`config.mk`:
```
export PLATFORM = sky130hd
export DESIGN_NAME = alu_seq_ctrl
export DESIGN_NICKNAME = d
export VERILOG_FILES = /design/src/rtl/alu_seq_ctrl.sv
export SDC_FILE = /design/constraint.sdc
export NUM_CORES = 1
export LEC_CHECK = 0
export BUFFER_PORTS_ARGS = -buffer_cell sky130_fd_sc_hd__buf_4
export CORE_MARGIN = 2
export CORE_UTILIZATION = 24
export DETAILED_ROUTE_END_ITERATION = 8
export PLACE_DENSITY_LB_ADDON = 0.12
export SETUP_SLACK_MARGIN = 0.05
export SLEW_MARGIN = 10
export SYNTH_ARGS = -nofsm -noshare
export SYNTH_HDL_FRONTEND = slang
export SYNTH_SLANG_ARGS = --single-unit
```
`constraint.sdc`:
```
create_clock -name clk -period 4.1 [get_ports clk]
set_input_delay 0 -clock clk [delete_from_list [all_inputs] [get_ports clk]]
set_output_delay 0 -clock clk [all_outputs]
set_load 0.01 [all_outputs]
```
`src/rtl/alu_seq_ctrl.sv`:
```
// ALU sequencing controller with accumulator datapath: single-cycle logic/arith ops,
// WIDTH-cycle shift-add multiply, overflow error handling and a saturating overflow count.
module alu_seq_ctrl #(
  parameter int unsigned WIDTH    = 8,
  parameter int unsigned ERR_HOLD = 2,
  parameter int unsigned STICKY   = 0,
  parameter int unsigned CNT_W    = 4
) (
  input  logic             clk,
  input  logic             rst,
  input  logic             on,
  input  logic             load,
  input  logic [2:0]       op,
  input  logic [WIDTH-1:0] operand,
  input  logic             err_clr,
  output logic             ready,
  output logic             busy,
  output logic             done,
  output logic             error,
  output logic [WIDTH-1:0] result,
  output logic [CNT_W-1:0] ovf_count
);

  localparam int unsigned IterW = $clog2(WIDTH);
  localparam int unsigned HoldW = $clog2(ERR_HOLD + 1);

  localparam logic [2:0] OpPass = 3'b000;
  localparam logic [2:0] OpAdd  = 3'b001;
  localparam logic [2:0] OpSub  = 3'b010;
  localparam logic [2:0] OpAnd  = 3'b011;
  localparam logic [2:0] OpOr   = 3'b100;
  localparam logic [2:0] OpXor  = 3'b101;
  localparam logic [2:0] OpShl  = 3'b110;
  localparam logic [2:0] OpMul  = 3'b111;

  typedef enum logic [1:0] {StOff, StReady, StRun, StError} state_e;

  state_e             state_q;
  logic [WIDTH-1:0]   acc_q;
  logic [WIDTH-1:0]   opnd_q;
  logic [2:0]         op_q;
  logic [2*WIDTH-1:0] prod_q;
  logic [IterW-1:0]   iter_q;
  logic [HoldW-1:0]   hold_q;
  logic               done_q;
  logic [CNT_W-1:0]   cnt_q;

  logic [WIDTH:0]     alu_res;
  logic [WIDTH:0]     mul_sum;
  logic [2*WIDTH-1:0] prod_nxt;
  logic               run_last;
  logic [WIDTH-1:0]   res_val;
  logic               res_ovf;

  // Bit WIDTH of alu_res is the overflow flag (carry, borrow or shifted-out MSB).
  always_comb begin
    alu_res = '0;
    unique case (op_q)
      OpPass: alu_res = {1'b0, opnd_q};
      OpAdd:  alu_res = {1'b0, acc_q} + {1'b0, opnd_q};
      OpSub:  alu_res = {1'b0, acc_q} - {1'b0, opnd_q};
      OpAnd:  alu_res = {1'b0, acc_q & opnd_q};
      OpOr:   alu_res = {1'b0, acc_q | opnd_q};
      OpXor:  alu_res = {1'b0, acc_q ^ opnd_q};
      OpShl:  alu_res = {acc_q, 1'b0};
      OpMul:  alu_res = '0;
    endcase
  end

  // Multiplier sits in the low half of prod_q; each step adds A to the high half and shifts right.
  always_comb begin
    mul_sum  = {1'b0, prod_q[2*WIDTH-1:WIDTH]} + (prod_q[0] ? {1'b0, acc_q} : '0);
    prod_nxt = {mul_sum, prod_q[WIDTH-1:1]};
    run_last = (op_q != OpMul) || (iter_q == IterW'(WIDTH - 1));
    res_val  = (op_q == OpMul) ? prod_nxt[WIDTH-1:0] : alu_res[WIDTH-1:0];
    res_ovf  = (op_q == OpMul) ? |prod_nxt[2*WIDTH-1:WIDTH] : alu_res[WIDTH];
  end

  always_ff @(posedge clk) begin
    if (rst) begin
      state_q <= StReady;
      acc_q   <= '0;
      opnd_q  <= '0;
      op_q    <= OpPass;
      prod_q  <= '0;
      iter_q  <= '0;
      hold_q  <= '0;
      done_q  <= 1'b0;
      cnt_q   <= '0;
    end else begin
      done_q <= 1'b0;
      if (!on) begin
        state_q <= StOff;
      end else begin
        unique case (state_q)
          StOff: state_q <= StReady;
          StReady: begin
            if (load) begin
              op_q    <= op;
              opnd_q  <= operand;
              prod_q  <= {{WIDTH{1'b0}}, operand};
              iter_q  <= '0;
              state_q <= StRun;
            end
          end
          StRun: begin
            if (op_q == OpMul) begin
              prod_q <= prod_nxt;
              iter_q <= iter_q + IterW'(1);
            end
            if (run_last) begin
              acc_q   <= res_val;
              done_q  <= 1'b1;
              hold_q  <= '0;
              state_q <= res_ovf ? StError : StReady;
              if (res_ovf && (cnt_q != '1)) cnt_q <= cnt_q + CNT_W'(1);
            end
          end
          StError: begin
            if (STICKY != 0) begin
              if (err_clr) state_q <= StReady;
            end else if (hold_q == HoldW'(ERR_HOLD - 1)) begin
              state_q <= StReady;
            end else begin
              hold_q <= hold_q + HoldW'(1);
            end
          end
        endcase
      end
    end
  end

  assign ready     = (state_q == StReady);
  assign busy      = (state_q == StRun);
  assign error     = (state_q == StError);
  assign done      = done_q;
  assign result    = acc_q;
  assign ovf_count = cnt_q;

endmodule

```
---- Yosys cells after proc, flatten, opt, wreduce, memory -nomap -nowiden ----
Index checks and enable logic that the tools add are counted.
word-level totals
  flip-flop bits (word level) ............. 47
  word-level logic and storage cells ...... 79
  output and inout bits ................... 16
cells by class
  reductions and logical operators ........ 16
  equal/unequal tests ..................... 22
  muxes and demuxes ....................... 20
  add/sub/neg operators ................... 6
  bitwise operators ....................... 5
operators by type and width
  cell                                                              number
  9-bit case mux with 7 select lines                                1
  16-bit two-way mux                                                2
  16-bit case mux with 2 select lines                               1
  8-bit by 8-bit adder with 9-bit output                            2
  8-bit two-way mux                                                 2
  3-bit == test (second input constant)                             5
  2-bit two-way mux                                                 6
  3-bit AND reduction                                               4
  4-bit AND reduction                                               3
  8-bit by 8-bit subtractor with 9-bit output                       1
  8-bit bitwise AND                                                 1
  8-bit OR                                                          1
  2-bit case mux with 4 select lines                                1
  8-bit OR reduction                                                1
  8-bit bitwise XOR                                                 1
  3-bit by 2-bit == test with 1-bit output (second input constant)  2
  3-bit two-way mux                                                 2
  2-bit by 1-bit != test with 1-bit output (second input constant)  3
  3-bit by 2-bit != test with 1-bit output (second input constant)  2
  3-bit != test (second input constant)                             2
  3-bit case mux with 2 select lines                                1
  4-bit by 1-bit adder with 4-bit output (second input constant)    1
  2-bit by 1-bit == test with 1-bit output (second input constant)  2
  2-bit == test (second input constant)                             2
  15 further kinds                                                  20

---- Logic depth before layout (Yosys ltp) ----
Gate-level depths: netlist (run 1).
  depth in word-level cells ............... 8
  mapped depth ............................ 12

---- Least setup slack after synthesis (run 1) ----
OpenSTA, ideal clock, no wires.
  path kind ............................... reg-to-reg
  start point ............................. register op_q[2]
  end point ............................... register cnt_q[0] (netlist: ovf_count[0])
  buffers on the path ..................... 1
  required time ........................... 3979 ps
  period minus slack after synthesis ...... 3005 ps
  arrival time ............................ 2884 ps
  setup slack ............................. 1095 ps
  cell stages (with the launch flop) ...... 12
  cells stage by stage .................... dfxtp_1 > clkbuf_1 > nor3b_2 > mux2_2 > fa_1 > nand2b_1 > a21oi_1 > o31ai_1 > mux2i_1 > o311ai_2 > and3_4 > mux2_4
between the ends
  longest elaborated chain between the ends .. 5
  elaborated cells between the ends (all ways) .. 14
  classes of those cells .................. eq/ne: 8; mux: 2; reduce/logical: 4
ends and longest elaborated chain
  element                                      line  RTL
  start, declared                              41    logic [2:0] op_q;
  start signal, assigned                       84    op_q <= OpPass;
  start signal, assigned                       99    op_q <= op;
  3-bit == test, or another cell as far along  58    unique case (op_q)
  9-bit case mux with 7 select lines           58
  1-bit two-way mux                            76    res_ovf = (op_q == OpMul) ? |prod_nxt[2*WIDTH-1:WIDTH] : alu_res[WIDTH];
  1-bit logical AND                            116   if (res_ovf && (cnt_q != '1)) cnt_q <= cnt_q + CNT_W'(1);
  4-bit AND reduction (no line) *              --
  end signal, assigned                         116
  end, declared                                46    logic [CNT_W-1:0] cnt_q;
Every way passes the cells marked *; elsewhere a longest branch is shown, timed or not.
A chain may end at the register's enable or synchronous reset.

---- Final worst setup path (run 1) ----
  start point ............................. register opnd_q[1]
  end point ............................... register cnt_q[0] (netlist: ovf_count[0])
between the ends
  longest elaborated chain between the ends .. 5
  elaborated cells between the ends (all ways) .. 6
  classes of those cells .................. add/sub: 2; mux: 2; reduce/logical: 2
ends and longest elaborated chain
  element                                                                                                line    RTL
  start, declared                                                                                        40      logic [WIDTH-1:0] opnd_q;
  start signal, assigned                                                                                 100     opnd_q <= operand;
  8-bit by 8-bit subtractor with 9-bit output or 8-bit by 8-bit adder with 9-bit output (tied branches)  61, 60
  9-bit case mux with 7 select lines *                                                                   58
  1-bit two-way mux *                                                                                    76
  1-bit logical AND *                                                                                    116
  4-bit AND reduction (no line) *                                                                        --
Marked as above.

==> results of run 1 <==
[through the flow]
step                cell area, um^2   util
floorplan                      3620      -
global placement               4050  0.276
detailed placement             4050  0.276
CTS                            4310  0.294
global route                   4310  0.294
finish                         4310  0.294
[worst register-to-register path, stage by stage (launching register included)]
cell and delay, ns:
dfxtp_1 0.45, inv_1 0.12, ha_1 0.28, mux2_2 0.30, fa_1 0.43, nand2b_1 0.19
a21oi_1 0.21, o31ai_1 0.15, mux2i_1 0.24, o311ai_2 0.26, and3_4 0.26, mux2_4 0.28
[Yosys cell counts, drive strengths merged (6+ instances only)]
master	instances	area (um^2)
a21o	7	53.8
xnor2	12	105
a211oi	15	118
nor2	36	135
and2	10	62.6
clkbuf	18	67.6
nand2b	7	43.8
mux2i	17	170
inv	30	113
nor3	8	40.0
buf	6	25.0
ha	40	500
o21ai	12	60.1
a21oi	45	225
nand2	52	195
dfxtp	47	941
nand3	11	55.1
[area by class of cell]
type / instances / area share
Clock inverter: 1 / 0.00203
Timing Repair Buffer: 49 / 0.0918
Inverter: 30 / 0.0261
Tap cell: 184 / 0.0535
Multi-Input combinational cell: 352 / 0.575
Clock buffer: 7 / 0.0331
Sequential cell: 47 / 0.218
[report_power, final]
group | internal, uW | switching, uW | leakage, uW | total, uW
logic | 120 | 146 | 0.00123 | 265
clock network | 245 | 196 | 0.0000741 | 441
registers | 471 | 18.4 | 0.000381 | 490
total | 836 | 360 | 0.00168 | 1200
[layer usage]
layer / routed length (um) / track usage
met2: 4470 / 0.206
met1: 5490 / 0.197
met3: 343 / 0.0190
met5: 0 / 0
met4: 174 / 0.0381
[cells by family after synthesis]
| family | count (synthesis) |
|---|---|
| AO/OA/AOI/OAI | 131 |
| XOR/XNOR | 14 |
| adder cells (fa/ha/maj) | 42 |
| buffers and inverters | 54 |
| flip-flops | 47 |
| multiplexers | 19 |
| AND/OR/NAND/NOR | 146 |
[sequential cells by signal (all words and copies together), names as in the netlist]
signal     flops
done           1
hold_q         2
state_q        2
iter_q         3
result         8
op_q           3
ovf_count      4
opnd_q         8
prod_q        16
[worst paths after layout]
kind	start	endpoint	slack, ns	cells past startpoint
max	opnd_q[1]	ovf_count[0]	0.83	11
min	op[2]	op_q[2]	0.002	3
max reg2reg	opnd_q[1]	ovf_count[0]	0.83	11
min reg2reg	hold_q[1]	hold_q[1]	0.45	2
[timing repair]
action | CTS | global route
hold buffers | 11 | 0
endpoints found under the setup margin | 0 | 0
hold endpoints to repair | 11 | 0
[cell usage in the layout (no fill, tap or decap), types with 2 or more instances in the layout]
| master | netlist | final |
|---|---|---|
| a211oi_1 | 14 | 14 |
| nor2_1 | 36 | 36 |
| a31oi_1 | 3 | 3 |
| nor3b_1 | 2 | 2 |
| clkbuf_16 | 0 | 5 |
| inv_1 | 30 | 30 |
| and2_1 | 9 | 9 |
| or3b_2 | 3 | 3 |
| nand3b_1 | 2 | 2 |
| nor3_1 | 8 | 8 |
| buf_4 | 0 | 38 |
| nor2b_1 | 4 | 4 |
| o31ai_1 | 2 | 2 |
| dlygate4sd3_1 | 0 | 11 |
| fa_1 | 2 | 2 |
| a21o_1 | 6 | 6 |
| o21ai_0 | 12 | 12 |
| xor2_1 | 2 | 2 |
| xnor2_1 | 12 | 12 |
| a311oi_1 | 3 | 3 |
| o22ai_1 | 2 | 2 |
| o221ai_1 | 2 | 2 |
| o31a_1 | 2 | 2 |
| o21a_1 | 5 | 5 |
| dfxtp_1 | 47 | 47 |
| mux2i_1 | 17 | 17 |
| a221oi_1 | 4 | 4 |
| or2_2 | 3 | 3 |
| a22oi_1 | 5 | 5 |
| nand3_1 | 11 | 11 |
| a21oi_1 | 45 | 45 |
| o211ai_1 | 5 | 5 |
| nand2b_1 | 7 | 7 |
| ha_1 | 40 | 40 |
| nand2_1 | 52 | 52 |
| a41oi_1 | 2 | 2 |
==> metrics, run 1 <==
pre-CTS setup slack=a little over 0.8 ns; Post-CTS Resized=0; share of layout cells above drive strength 1=0.128; final cell count without fillers=670; Final Hold Fails=0; vias in the first global route=between 3000 and 4000; initial antenna violation count=0; Critical Path AT=between 3 and 4 ns; data required time at the worst endpoint=around 4.3 ns; CP endpoint kind=flip-flop; WL per Instance=~16 um; VDD IR max=about 150 uV; Clock Tree Buf Depth=2; pin count of the biggest net entering global routing=50; io pins=32; Synth async-reset ratio=0; cell count after synthesis=around 450; Final period util=0.797; final setup violating endpoints=0; leak pwr=0.00168 uW; Die Area=~0.016 mm^2; Max Freq=approximately 300 MHz; DRC=0; clock root buffer master=clkbuf_16; top_reg_cell synth=dfxtp_1; delay-heaviest family, CP=multiplexers; Setup CP Type=flip-flop to flip-flop; RSZ-0062 raised after global routing=false; mux share of post-synthesis cell area=0.0542; Hold Path Class=primary input to flip-flop; TritonCTS buffer count=5; area grow syn2layout=18.9%; Avg Synthesized Cell Area=8.00 um^2; largest family of logic cells by synthesized area=compound AO/OA/AOI/OAI gates; Bufs and invs on worst path=1; DR vias=about 3200; CTS Sinks=47; mapped cell area=approximately 0.0036 mm^2; slowest CP cell=dfxtp_1; Startpoint Class=flip-flop; XOR/XNOR Fraction of Synth Area=0.0339; Iter 0 DRT Violations=between 100 and 150; Clock Skew=between 0.01 and 0.015 ns; hpwl dp=between 7 and 8 mm; setup TNS=0 ns; Max transition margin=0.300; GPL Wtd Cong=about 0.76; Setup Fix Bufs, Post-CTS=0; ant diodes=0; fin nets=543; first-pass GRT wire length=~17 mm; sequential standard cell area=approximately 940 um^2; PnR Total Power=roughly 1200 uW; clk slew on worst S/H paths=~0.07 ns; Die Y-Extent=127 um; Filler cells=roughly 1600; Routed Antenna Nets=0; Cell Chain, Critical Path=inv_1, ha_1, mux2_2, fa_1, nand2b_1, a21oi_1, o31ai_1, mux2i_1, o311ai_2, and3_4, mux2_4; core area=between 0.01 and 0.015 mm^2; status=complete, no violations; GRT Residual Overflow=0; Die W=between 100 and 150 um; Yosys cell types=66; multi-input logic area=between 0.002 and 0.0025 mm^2; starting density of the core=0.247; # rows=between 40 and 50; Yosys warnings=0; pwr dens=278 mW/mm^2; worst skew pair latency=around 0.3 ns; Adder-Cell Fraction of Synth Area=0.149; Max Cap Viol=0; Post-synth EDFFs=0; number of instances in the placed design=651; Tot GR Track Use=0.135; CTS tree=built; CTS HTree Levels=2; vias per cell=4.80; Seq/Total Area, Yosys=0.260; CP max FO=6; Port Buffers=30; Tmin final=about 3.3 ns; Post-Route WL=between 10 and 15 mm; final slew viol count=0; Syn Nets=511; Synth Area in Compound Gates=0.253; worst slew pin tran=between 1 and 1.5 ns; Fin Hold WS=0.00237 ns; Final Worst Setup Slack=around 0.83 ns; Synth Register Bits=47; simple logic cell fraction of the synthesized area=0.193; drt first pass iters=4; critical path's largest stage delay=approximately 0.45 ns
Power figures use the tool's default switching activity.
==> inputs of run 2 (changes only) <==
- ABC_AREA: default -> 1
- clock period: 4.1 -> 3.4 ns (I/O delays scaled with it)
==> run 2 against run 1 <==
Effect of this change:
- the run now ends with hold timing left
- cell area rose by 2.4%
- global-route usage shrank 0.36 points
- via count grew 11%
- sequential share of layout area down 0.51 points
- combinational power increased by 41%
- non-clock buffer count decreased by 14
- highest routed layer unchanged
==> metrics, run 2 <==
status=finished with violations; failing checks=hold timing; cell count after synthesis=550; Global Route met1 Usage=0.185; Yosys warnings=0; Yosys cell types=46; Max Freq=~350 MHz; Die Y-Extent=between 100 and 150 um; most used routing layer=met2; Iter 0 DRT Violations=~200; commonest non-fill, non-tap cell in the layout=nand2_1; Post-CTS Resized=0; Clock Skew=0.0110 ns; data required time at the worst endpoint=between 3 and 4 ns; Final Hold Fails=2; worst skew pair latency=approximately 0.3 ns; first-pass GRT wire length=roughly 18 mm; Max Cap Viol=0; Seq/Total Area, Yosys=0.250; GPL Wtd Cong=between 0.8 and 0.9; sequential standard cell area=roughly 940 um^2; CTS tree=built; Tot GR Track Use=0.131; VDD IR max=between 150 and 200 uV; Setup Fix Bufs, Post-CTS=0; M3 GR Usage=0.0206; Die W=129 um; CTS HTree Levels=2; io pins=32; WL per Instance=13.3 um; RSZ-0062 raised after global routing=false; Max transition margin=0.435; # rows=45; fin nets=636; DR vias=roughly 3600; commonest cells in the netlist=nand2_1, inv_1, dfxtp_1; share of layout cells above drive strength 1=0.111; Setup CP Type=flip-flop to flip-flop; starting density of the core=0.247; setup TNS=0 ns; post-synth top area cell=dfxtp_1; Synth async-reset ratio=0; largest cells by area after synthesis=dfxtp_1, nand2_1, ha_1, inv_1, o21ai_0; clock root buffer master=clkbuf_16; Largest Register=prod_q; hpwl dp=8.37 mm; CP endpoint kind=flip-flop; Die Area=0.0167 mm^2; max reg flops=16; Startpoint Class=flip-flop; met2 usage=0.214; core area=around 0.015 mm^2; area grow syn2layout=17.2%; Filler cells=approximately 1700; most frequent cell after synthesis=nand2_1; Syn Nets=between 600 and 700; DRC=0; GRT Residual Overflow=0; vias in the first global route=about 3500; Synth Register Bits=47; final slew viol count=0; CTS Sinks=47; pwr dens=between 300 and 400 mW/mm^2; Clock Tree Buf Depth=2; mapped cell area=0.00376 mm^2; drt first pass iters=4; Avg Synthesized Cell Area=between 6 and 7 um^2; Post-Route WL=approximately 10 mm; initial antenna violation count=0; Tmin final=around 2.8 ns; share of the synthesized area in the top cell type=0.250; TritonCTS buffer count=5; most frequent cells in the layout=nand2_1, inv_1, dfxtp_1; vias per cell=between 4 and 5; PnR Total Power=approximately 1600 uW; ant diodes=0; Port Buffers=30; Critical Path AT=~3 ns; final setup violating endpoints=0; Final period util=0.836; pin count of the biggest net entering global routing=29; CP max FO=5; Post-synth EDFFs=0; worst slew pin tran=0.845 ns; Hold Path Class=primary input to flip-flop; leak pwr=around 0.0021 uW; top_reg_cell synth=dfxtp_1; Routed Antenna Nets=0; Hold-fix buffers, CTS=4; multi-input logic area=0.00241 mm^2; clk slew on worst S/H paths=0.07 ns; Fin Hold WS=-0.00490 ns
==> run 2: cells by family (layout without fill, tap and decap cells) <==
group / Yosys count / count (layout) / share of synthesized area
AOI/OAI and AO/OA: 126 / 126 / 0.199
xor gates and xnor gates: 11 / 11 / 0.0256
adders and majority gates: 42 / 42 / 0.144
buffers and inverters: 101 / 130 / 0.110
DFF: 47 / 47 / 0.250
and+or+nand+nor: 223 / 223 / 0.272
==> run 2: power breakdown <==
group	switching [uW]	total [uW]	leakage, uW	internal [uW]
logic	236	373	0.00164	137
clock network	227	649	0.0000911	422
registers	29.2	605	0.000382	576
==> run 2: stage by stage <==
stage          area (um^2)  setup WS (ns)  cells   util
6_report              4410          0.559    790  0.289
5_1_grt               4410          0.197    790  0.289
4_1_cts               4410          0.510    790  0.289
3_5_place_dp          4180          0.522    778  0.274
3_3_place_gp          4180          0.532    778  0.274
2_1_floorplan         3760          0.982    550      -
==> run 2: critical path, cell delays in order (launching register included) <==
cell	delay [ns]
dfxtp_1	0.35
inv_1	0.16
ha_1	0.22
nand3_1	0.16
o31ai_1	0.28
xor2_1	0.17
inv_1	0.05
ha_1	0.34
nand2_1	0.09
nor3_1	0.13
nand2_1	0.08
nand2_1	0.07
nand2_1	0.04
nand3_1	0.15
nand3_2	0.14
nand3_2	0.15
nand2_1	0.06
nand2_1	0.05
nor2_1	0.05
==> run 2: path summary, 6_finish.rpt <==
| kind | start | end | slack (ns) | depth (start not counted) |
|---|---|---|---|---|
| worst max-delay path | opnd_q[0] | ovf_count[0] | 0.56 | 18 |
| worst min register to register | iter_q[1] | iter_q[1] | 0.47 | 2 |
| worst max register to register | opnd_q[0] | ovf_count[0] | 0.56 | 18 |
| worst min-delay path | op[1] | op_q[1] | -0.005 | 3 |
==> run 2: final cells by class <==
cell class | count | share of cell area
multi-input cells | 402 | 0.546
repair buffers | 35 | 0.0618
clock buffers | 6 | 0.0292
clock inverters | 2 | 0.0136
inverters | 87 | 0.0763
well taps | 211 | 0.0599
flip-flops and latches | 47 | 0.213
==> run 2: layer usage <==
metal	up-vias	wire, um
met2	48	4700
met1	1655	5410
met4	0	69
met3	8	298
li1	1867	-
met5	-	0
